### src/rtl/divider_signed.sv
// Iterative restoring divider, N bits, unsigned or two's-complement (truncating).
// One quotient bit per clock, MSB first, with a start/finished handshake and
// deterministic results for divide-by-zero and signed MIN / -1.
module divider_signed #(
  parameter int unsigned N = 8
) (
  input  logic         i_clock,
  input  logic         i_reset,
  input  logic         i_start,
  input  logic         i_signed,
  input  logic [N-1:0] i_dividend,
  input  logic [N-1:0] i_divisor,
  output logic         o_busy,
  output logic         o_finished,
  output logic [N-1:0] o_quotient,
  output logic [N-1:0] o_remainder,
  output logic         o_undefined,
  output logic         o_overflow
);

  localparam int unsigned CW = $clog2(N + 1);
  localparam logic [N-1:0] MIN_VAL = {1'b1, {(N-1){1'b0}}};

  typedef enum logic [1:0] {IDLE, DIVIDE, FIXUP} state_t;

  state_t        state_q, state_d;
  logic [CW-1:0] cnt_q, cnt_d;
  logic [N-1:0]  rem_q, rem_d;
  logic [N-1:0]  quo_q, quo_d;
  logic [N-1:0]  dsr_q, dsr_d;
  logic [N-1:0]  dvd_q, dvd_d;
  logic          neg_quo_q, neg_quo_d;
  logic          neg_rem_q, neg_rem_d;
  logic          undef_q, undef_d;
  logic          ovf_q, ovf_d;
  logic          busy_d, finished_d, undefined_d, overflow_d;
  logic [N-1:0]  quotient_d, remainder_d;

  logic          dvd_neg, dsr_neg;
  logic [N-1:0]  dvd_mag, dsr_mag;
  logic [N:0]    shifted;
  logic [N:0]    trial;

  // Operand magnitudes; |MIN| still fits in N unsigned bits
  assign dvd_neg = i_signed & i_dividend[N-1];
  assign dsr_neg = i_signed & i_divisor[N-1];
  assign dvd_mag = dvd_neg ? (~i_dividend + N'(1)) : i_dividend;
  assign dsr_mag = dsr_neg ? (~i_divisor + N'(1)) : i_divisor;

  // Restoring step: shift in next dividend bit, trial-subtract in N+1 bits
  assign shifted = {rem_q, quo_q[N-1]};
  assign trial   = shifted - {1'b0, dsr_q};

  // Next-state, datapath and output logic
  always_comb begin
    state_d     = state_q;
    cnt_d       = cnt_q;
    rem_d       = rem_q;
    quo_d       = quo_q;
    dsr_d       = dsr_q;
    dvd_d       = dvd_q;
    neg_quo_d   = neg_quo_q;
    neg_rem_d   = neg_rem_q;
    undef_d     = undef_q;
    ovf_d       = ovf_q;
    busy_d      = o_busy;
    finished_d  = 1'b0;
    quotient_d  = o_quotient;
    remainder_d = o_remainder;
    undefined_d = o_undefined;
    overflow_d  = o_overflow;

    case (state_q)
      IDLE: begin
        if (i_start) begin
          busy_d    = 1'b1;
          dvd_d     = i_dividend;
          dsr_d     = dsr_mag;
          rem_d     = '0;
          quo_d     = dvd_mag;
          neg_quo_d = dvd_neg ^ dsr_neg;
          neg_rem_d = dvd_neg;
          undef_d   = 1'b0;
          ovf_d     = 1'b0;
          if (i_divisor == '0) begin
            undef_d = 1'b1;
            state_d = FIXUP;
          end else if (i_signed && (i_dividend == MIN_VAL) && (i_divisor == '1)) begin
            ovf_d   = 1'b1;
            state_d = FIXUP;
          end else begin
            cnt_d   = CW'(N);
            state_d = DIVIDE;
          end
        end
      end
      DIVIDE: begin
        if (!trial[N]) begin
          rem_d = trial[N-1:0];
          quo_d = {quo_q[N-2:0], 1'b1};
        end else begin
          rem_d = shifted[N-1:0];
          quo_d = {quo_q[N-2:0], 1'b0};
        end
        cnt_d = cnt_q - CW'(1);
        if (cnt_q == CW'(1)) begin
          state_d = FIXUP;
        end
      end
      FIXUP: begin
        state_d     = IDLE;
        busy_d      = 1'b0;
        finished_d  = 1'b1;
        undefined_d = undef_q;
        overflow_d  = ovf_q;
        if (undef_q) begin
          quotient_d  = '1;
          remainder_d = dvd_q;
        end else if (ovf_q) begin
          quotient_d  = MIN_VAL;
          remainder_d = '0;
        end else begin
          quotient_d  = neg_quo_q ? (~quo_q + N'(1)) : quo_q;
          remainder_d = neg_rem_q ? (~rem_q + N'(1)) : rem_q;
        end
      end
      default: begin
        state_d = IDLE;
      end
    endcase
  end

  // State, datapath and output registers
  always_ff @(posedge i_clock or negedge i_reset) begin
    if (!i_reset) begin
      state_q     <= IDLE;
      cnt_q       <= '0;
      rem_q       <= '0;
      quo_q       <= '0;
      dsr_q       <= '0;
      dvd_q       <= '0;
      neg_quo_q   <= 1'b0;
      neg_rem_q   <= 1'b0;
      undef_q     <= 1'b0;
      ovf_q       <= 1'b0;
      o_busy      <= 1'b0;
      o_finished  <= 1'b0;
      o_quotient  <= '0;
      o_remainder <= '0;
      o_undefined <= 1'b0;
      o_overflow  <= 1'b0;
    end else begin
      state_q     <= state_d;
      cnt_q       <= cnt_d;
      rem_q       <= rem_d;
      quo_q       <= quo_d;
      dsr_q       <= dsr_d;
      dvd_q       <= dvd_d;
      neg_quo_q   <= neg_quo_d;
      neg_rem_q   <= neg_rem_d;
      undef_q     <= undef_d;
      ovf_q       <= ovf_d;
      o_busy      <= busy_d;
      o_finished  <= finished_d;
      o_quotient  <= quotient_d;
      o_remainder <= remainder_d;
      o_undefined <= undefined_d;
      o_overflow  <= overflow_d;
    end
  end

endmodule

### config.mk
export PLATFORM = sky130hd
export DESIGN_NAME = divider_signed
export DESIGN_NICKNAME = d
export VERILOG_FILES = /design/src/rtl/divider_signed.sv
export SDC_FILE = /design/constraint.sdc
export NUM_CORES = 1
export LEC_CHECK = 0
export CORE_MARGIN = 2
export CORE_UTILIZATION = 57
export CTS_CLUSTER_SIZE = 10
export DETAILED_ROUTE_END_ITERATION = 10
export PLACE_DENSITY_LB_ADDON = 0.12
export SETUP_SLACK_MARGIN = 0.5
export SLEW_MARGIN = 0
export SYNTH_ARGS = -nofsm -noshare
export SYNTH_HDL_FRONTEND = slang
export SYNTH_SLANG_ARGS = --single-unit
### constraint.sdc
create_clock -name i_clock -period 5.5 [get_ports i_clock]
set_clock_uncertainty 0.15 [all_clocks]
set_input_delay 1.1 -clock i_clock [delete_from_list [all_inputs] [get_ports i_clock]]
set_output_delay 1.1 -clock i_clock [all_outputs]
set_load 0.03 [all_outputs]
---- After elaboration in Yosys (flattened, before gate mapping) ----
Index checks and enable logic that the tools add are counted.
cells by class
  reduce and logical (&&, ||, !) cells .... 11
  $add $sub $neg .......................... 6
  bitwise gates (word level) .............. 7
  eq/ne operators ......................... 9
  mux-type cells .......................... 29
operators with widths
  kind                 count
  $mux 8               11
  $add 8x1->8 const B  4
  $not 8->8            4
  $pmux 8 s2           2
  $eq 8x8->1 const B   2
  $mux 4               3
  $sub 9x8->9          1
  $logic_not 8->1      1
  $mux 2               4
  $ne 2x2->1 const B   4
  $pmux 4 s2           1
  $reduce_and 2->1     4
  $mux 1               6
  $eq 4x1->1 const B   1
  $pmux 2 s2           1
  $reduce_and 4->1     1
  $reduce_bool 2->1    2
  $sub 4x1->4 const B  1
  $and 1x1->1          2
  $eq 2x1->1 const B   1
  $eq 2x2->1 const B   1
  $logic_and 1x1->1    2
  $logic_not 2->1      1
  $pmux 1 s2           1
  $xor 1x1->1          1
storage, ports and cells
  output and inout port bits .............. 20
  bits in registers ....................... 62
  word-level logic and storage cells ...... 78
  input bits .............................. 20

---- Longest topological paths before layout ----
  word-level depth ........................ 7
  gate-level depth with buffers ........... 10
  depth with buffers taken out ............ 10

---- Least setup slack after synthesis ----
Ideal clock, no wire load.
  kind .................................... register to register
  start point ............................. reg quo_q[7]
  end point ............................... reg rem_q[0]
  required time ........................... 5.267 ns
  data arrival time ....................... 2.263 ns
  cell stages (with the launch flop) ...... 11
  path slack .............................. 3.005 ns
  library setup time ...................... 0.083 ns
  period minus slack after synthesis ...... 2.495 ns
  path buffers ............................ 0
  cell sequence ........................... dfrtp_1 > inv_1 > ha_1 > inv_1 > fa_1 > a21oi_1 > o211ai_1 > nand2_1 > xor2_4 > mux2_2 > o21ai_0
between the ends
  cells in the longest elaborated chain, start to end .. 3
ends and longest elaborated chain
  element                   RTL line  source
  start: declaration        29        logic [N-1:0] quo_q, quo_d;
  start signal: assignment  156       quo_q <= quo_d;
  $sub 9x8->9               52        assign trial = shifted - {1'b0, dsr_q};
  $mux 8 (*)                98        if (!trial[N]) begin
  $pmux 8 s2 (*)            73        case (state_q)
  end signal: assignment    155       rem_q <= rem_d;
  end: declaration          28        logic [N-1:0] rem_q, rem_d;
Every way passes the cells marked *; elsewhere a longest branch is shown, timed or not.
A chain may end at the register's enable or synchronous reset.

---- Worst setup path after layout ----
  start point ............................. in i_start
  end point ............................... reg quo_q[7]
between the ends
  cells in the longest elaborated chain, start to end .. 2
ends and longest elaborated chain
  element                     RTL line  source
  start: declaration          9         input logic i_start,
  $ne 2x2->1 (no line)        -
  $reduce_and 2->1 (no line)  -
No other way between the ends.

==> impl.org <==
** Yosys
- After synthesis, the largest family of logic cells by area is compound AO/OA/AOI/OAI gates.
- Share of synthesized area spent on multiplexers :: 0.0293
- Sequential element share of the synthesized area :: 0.443
- Synth unique cells :: 41
- Biggest area consumer among synthesized cells :: sky130_fd_sc_hd__dfrtp_1
- In the synthesized netlist the dominant register cell turns out to be sky130_fd_sc_hd__dfrtp_1.
- Of the total synthesized cell area, the portion taken by full adders, half adders and majority gates is 0.0593.
- The post-synthesis compound-gate area fraction is 0.174.
- Synthesis produced a netlist with a net count of about 430.
- Of the post-synthesis cell area, the dominant cell type holds 0.443.
- A synthesized cell averages around 9 µm².
- Yosys mapped a number of flops with a built-in enable equal to 0.
- Of the total synthesized cell area, the portion taken by AND, OR, NAND and NOR gates is 0.163.
- Share of async-settable or async-resettable flops after synthesis :: 1.00
- Post-synthesis cell count :: 390
- Area of the mapped netlist :: around 3500 µm²
- Of the total synthesized cell area, the portion taken by XOR and XNOR cells is 0.0854.
- In this run, synthesis produced a sequential element count of between 60 and 70.
- Ranking of synthesized cells by area :: sky130_fd_sc_hd__dfrtp_1 (44%), sky130_fd_sc_hd__o21ai_0 (7.3%), sky130_fd_sc_hd__nand2_1 (7.3%)
- For this run, the number of Yosys warnings is 0.

** STA
- RSZ-0062 raised after global routing :: false
- Timing would allow up to between 300 and 400 MHz.
- Setup-violating endpoint count in the final report :: 0
- For the pin with the worst max-slew slack, the measured transition is around 0.88 ns.
- Total negative slack :: 0 ns
- Final Cycle Share :: 0.528
- Subtracting the final worst setup slack from the clock period gives around 2.9 ns.
- The number of pins with negative max-slew slack in the final report was 0.
- Relative slew margins :: 0.412
- Number of hold-slack violations in the final timing report :: 0

** Pwr
- Of the total power, the share spent switching nets is 0.427.
- Dividing total power by cell area gives a power density of between 600 and 700 nW/µm².
- Proportion of power drawn by the clock network :: 0.148
- Net load switching power :: around 1.1 mW
- Peak supply drop :: about 0.3 mV
- In this run the static leakage power is 1.85 nW.
- The design draws around 2.6 mW.
- Pint :: 1.46 mW
- Combinational share of power :: 0.520
- The share of total power dissipated in sequential elements is 0.332.

** Setup path
- The worst setup path is launched from a primary input.
- Startpoint of the worst-slack reg-to-reg timing path :: quo_q[7]$_DFFE_PN0P_
- Critical path required time :: 5.57 ns
- WS Path Type :: primary input to register
- Arrival @ worst endpoint :: ~3.0 ns
- Cells on worst reg2reg path :: 10
- STA classifies the critical path endpoint as a register.
- Setup slack of the worst register-to-register path :: about 2.7 ns
- Crit-path max FO :: 13
- Reg-to-reg critical path endpoint :: rem_q[0]$_DFFE_PN0P_

** Global route
- Wire length of the first global-routing pass :: roughly 12 mm
- Across every metal layer, demand over resource in global routing totals 0.232.
- The number of global-route vias before repair is 2608.
- Maximum number of pins on one net before global-route repair :: 63
- The number of antenna violations at the first check in global routing is 0.
- For this run the aggregate overflow at the end of global routing stands at 0.

** Worst hold path
- The worst hold path terminates at o_quotient[4]$_DFFE_PN0P_.
- In this run the most critical hold path is launched from o_quotient[4]$_DFFE_PN0P_.
- Hold Path Depth :: 2
- Type of the worst min-delay path :: register to register

** Cells and area
- After routing the design area is ~4100 µm².
- In the final layout, the share of cells above drive strength 1 is 0.0581.
- Counting the fill cells in the layout gives approximately 510.
- Total inserted antenna cells :: 0
- Final Net Count :: about 460
- Across the whole layout, storage elements account for about 1600 µm².
- Layout-stage area growth over the synthesis result :: 17.5%
- Multi-input combinational cell area :: 1790 µm²

** Floorplan
- In this run the core area contains 28 standard-cell rows.
- Total Die Area :: 6780 µm²
- Top-level I/O count :: 40
- Horiz. Die Dim :: 82.4 µm
- Measured along the y axis, the die boundary spans about 80 µm.
- The total area inside the core boundary comes to approximately 6000 µm².
- The initial utilization of the core area, before any placement, comes to 0.591.

** Routing
- Dividing the detail-routed wire length by the instance count gives about 14 µm.
- Wire length reported by the detailed router :: roughly 7.1 mm
- The first detailed-routing pass ran for 4 iterations.
- Number of nets with antenna violations after routing :: 0
- Post-route DRC violation count :: 0
- Avg Vias per Cell :: around 5.6
- Count of vias placed by the detailed router :: roughly 2800
- Count of routing violations after the opening detailed-route iteration :: 121

** Place
- The placed instances occupy a cell area of 3930 µm².
- Number of input and output port buffers inserted :: 39
- Total half-perimeter wirelength after legalization and detailed placement :: ~5.2 mm
- Global placement routability congestion :: 0.857

** CTS
- Number of buffers inserted during clock tree synthesis :: 9
- Number of buffers inserted to repair setup after CTS :: 0
- Number of resized instances in the post-cts repair step :: 0
- Clock tree synthesis selected as its root buffer the cell sky130_fd_sc_hd__clkbuf_8.
- For this design, the sink count on the clock tree is 62.
- Clock-pin transition on the worst setup and hold timing paths :: 0.06 ns
- Source-to-sink clock delay at the later pin of the worst-skew pair :: approximately 0.34 ns
- Clock tree from TritonCTS :: built
- In this run the deepest clock path goes through 2 buffers.
- CTS built an H-tree with a depth of 3.
- For this design, the CTS-stage hold fixing added 0 buffers.

** Status
- The flow ran to the end, and the final reports show no timing, DRC or antenna violations.

** Run
- Max-cap violations in this run came to 0.
-- sequential cells by signal (all words and copies together), names as in the netlist --
| register | count |
|---|---|
| dvd_q | 8 |
| o_overflow | 1 |
| quo_q | 8 |
| o_quotient | 8 |
| neg_rem_q | 1 |
| undef_q | 1 |
| rem_q | 8 |
| dsr_q | 8 |
| neg_quo_q | 1 |
| state_q | 2 |
| o_finished | 1 |
| ovf_q | 1 |
| o_busy | 1 |
| o_remainder | 8 |
| cnt_q | 4 |
| o_undefined | 1 |
-- metal layers --
metal,share of wire,routed length (µm),global-route usage
met1,0.45,3180,0.291
met2,0.48,3440,0.382
met3,0.041,295,0.0359
met4,0.029,206,0.128
met5,0,0,0
-- worst max-delay path, cell delays in order --
cell and delay, ns:
sky130_fd_sc_hd__clkdlybuf4s50_1 0.45, sky130_fd_sc_hd__nand2b_1 0.08, sky130_fd_sc_hd__nor2_1 0.64, sky130_fd_sc_hd__nor2_1 0.34, sky130_fd_sc_hd__a221o_1 0.37
-- how the worst max path moves through the flow --
stage	startpoint	endpoint	cells past startpoint
after floorplan	quo_q[7]$_DFFE_PN0P_	rem_q[0]$_DFFE_PN0P_	10
after global placement	i_start	quo_q[7]$_DFFE_PN0P_	5
after detailed placement	i_start	quo_q[7]$_DFFE_PN0P_	5
after CTS	i_start	quo_q[7]$_DFFE_PN0P_	5
after global routing	i_start	quo_q[1]$_DFFE_PN0P_	6
final	i_start	quo_q[7]$_DFFE_PN0P_	5
-- logic make-up after synthesis --
group / after synthesis
and+or+nand+nor: 126
AOI/OAI and AO/OA: 102
DFF: 62
buffers and inverters: 42
xor gates and xnor gates: 32
adders and majority gates: 16
muxes: 10
-- power by group through the flow --
stage,Clock [mW],Combinational (mW),Sequential (mW)
global route,0.404,1.50,0.880
CTS,0.384,1.34,0.849
global placement,0,1.29,0.851
detailed placement,0,1.33,0.857
floorplan,0,0.939,0.906
finish,0.379,1.33,0.848
-- synthesized netlist by cell type, types with 2 or more instances --
| cell type | n |
|---|---|
| sky130_fd_sc_hd__a21oi_1 | 19 |
| sky130_fd_sc_hd__a22oi_1 | 11 |
| sky130_fd_sc_hd__a31oi_1 | 4 |
| sky130_fd_sc_hd__and3_1 | 2 |
| sky130_fd_sc_hd__clkbuf_1 | 16 |
| sky130_fd_sc_hd__dfrtp_1 | 62 |
| sky130_fd_sc_hd__ha_1 | 15 |
| sky130_fd_sc_hd__inv_1 | 25 |
| sky130_fd_sc_hd__mux2_2 | 2 |
| sky130_fd_sc_hd__mux2i_1 | 8 |
| sky130_fd_sc_hd__nand2_1 | 68 |
| sky130_fd_sc_hd__nand2b_1 | 5 |
| sky130_fd_sc_hd__nand3_1 | 11 |
| sky130_fd_sc_hd__nor2_1 | 17 |
| sky130_fd_sc_hd__nor2b_1 | 2 |
| sky130_fd_sc_hd__nor3_1 | 8 |
| sky130_fd_sc_hd__nor4_1 | 2 |
| sky130_fd_sc_hd__o211ai_1 | 2 |
| sky130_fd_sc_hd__o21ai_0 | 51 |
| sky130_fd_sc_hd__o21ai_1 | 2 |
| sky130_fd_sc_hd__o31ai_1 | 5 |
| sky130_fd_sc_hd__or3_1 | 2 |
| sky130_fd_sc_hd__or3_4 | 2 |
| sky130_fd_sc_hd__or4_1 | 3 |
| sky130_fd_sc_hd__xnor2_1 | 21 |
| sky130_fd_sc_hd__xor2_1 | 10 |
-- layout make-up --
cell class | instances | area share
timing repair buffer | 41 | 0.0974
tap | 75 | 0.0228
clock inverter | 4 | 0.0116
sequential | 62 | 0.377
inverter | 25 | 0.0228
clock buffer | 12 | 0.0329
multi-input combinational | 286 | 0.435
-- through the flow --
| step | hold WS, ns | utilization | worst slack, ns | cells |
|---|---|---|---|---|
| 3_3_place_gp | 0.311 | 0.664 | 2.36 | 489 |
| 6_report | 0.329 | 0.695 | 2.59 | 505 |
| 5_1_grt | 0.354 | 0.695 | 2.42 | 505 |
| 4_1_cts | 0.335 | 0.695 | 2.63 | 505 |
| 2_1_floorplan | 0.296 | - | 3.00 | 390 |
| 3_5_place_dp | 0.319 | 0.664 | 2.29 | 489 |
-- cells in the final DEF, fill, tap and decap left out, types with 3 or more instances in the layout --
master,instances
sky130_fd_sc_hd__nor2_1,17
sky130_fd_sc_hd__inv_1,25
sky130_fd_sc_hd__nand2_1,68
sky130_fd_sc_hd__mux2i_1,8
sky130_fd_sc_hd__o21ai_0,51
sky130_fd_sc_hd__nand3_1,11
sky130_fd_sc_hd__a21oi_1,19
sky130_fd_sc_hd__xor2_1,10
sky130_fd_sc_hd__or4_1,3
sky130_fd_sc_hd__clkbuf_1,3
sky130_fd_sc_hd__ha_1,15
sky130_fd_sc_hd__nor3_1,8
sky130_fd_sc_hd__a31oi_1,4
sky130_fd_sc_hd__clkbuf_8,9
sky130_fd_sc_hd__xnor2_1,21
sky130_fd_sc_hd__o31ai_1,5
sky130_fd_sc_hd__clkdlybuf4s50_1,38
sky130_fd_sc_hd__dfrtp_1,62
sky130_fd_sc_hd__a22oi_1,11
sky130_fd_sc_hd__nand2b_1,5
Power figures use the tool's default switching activity.
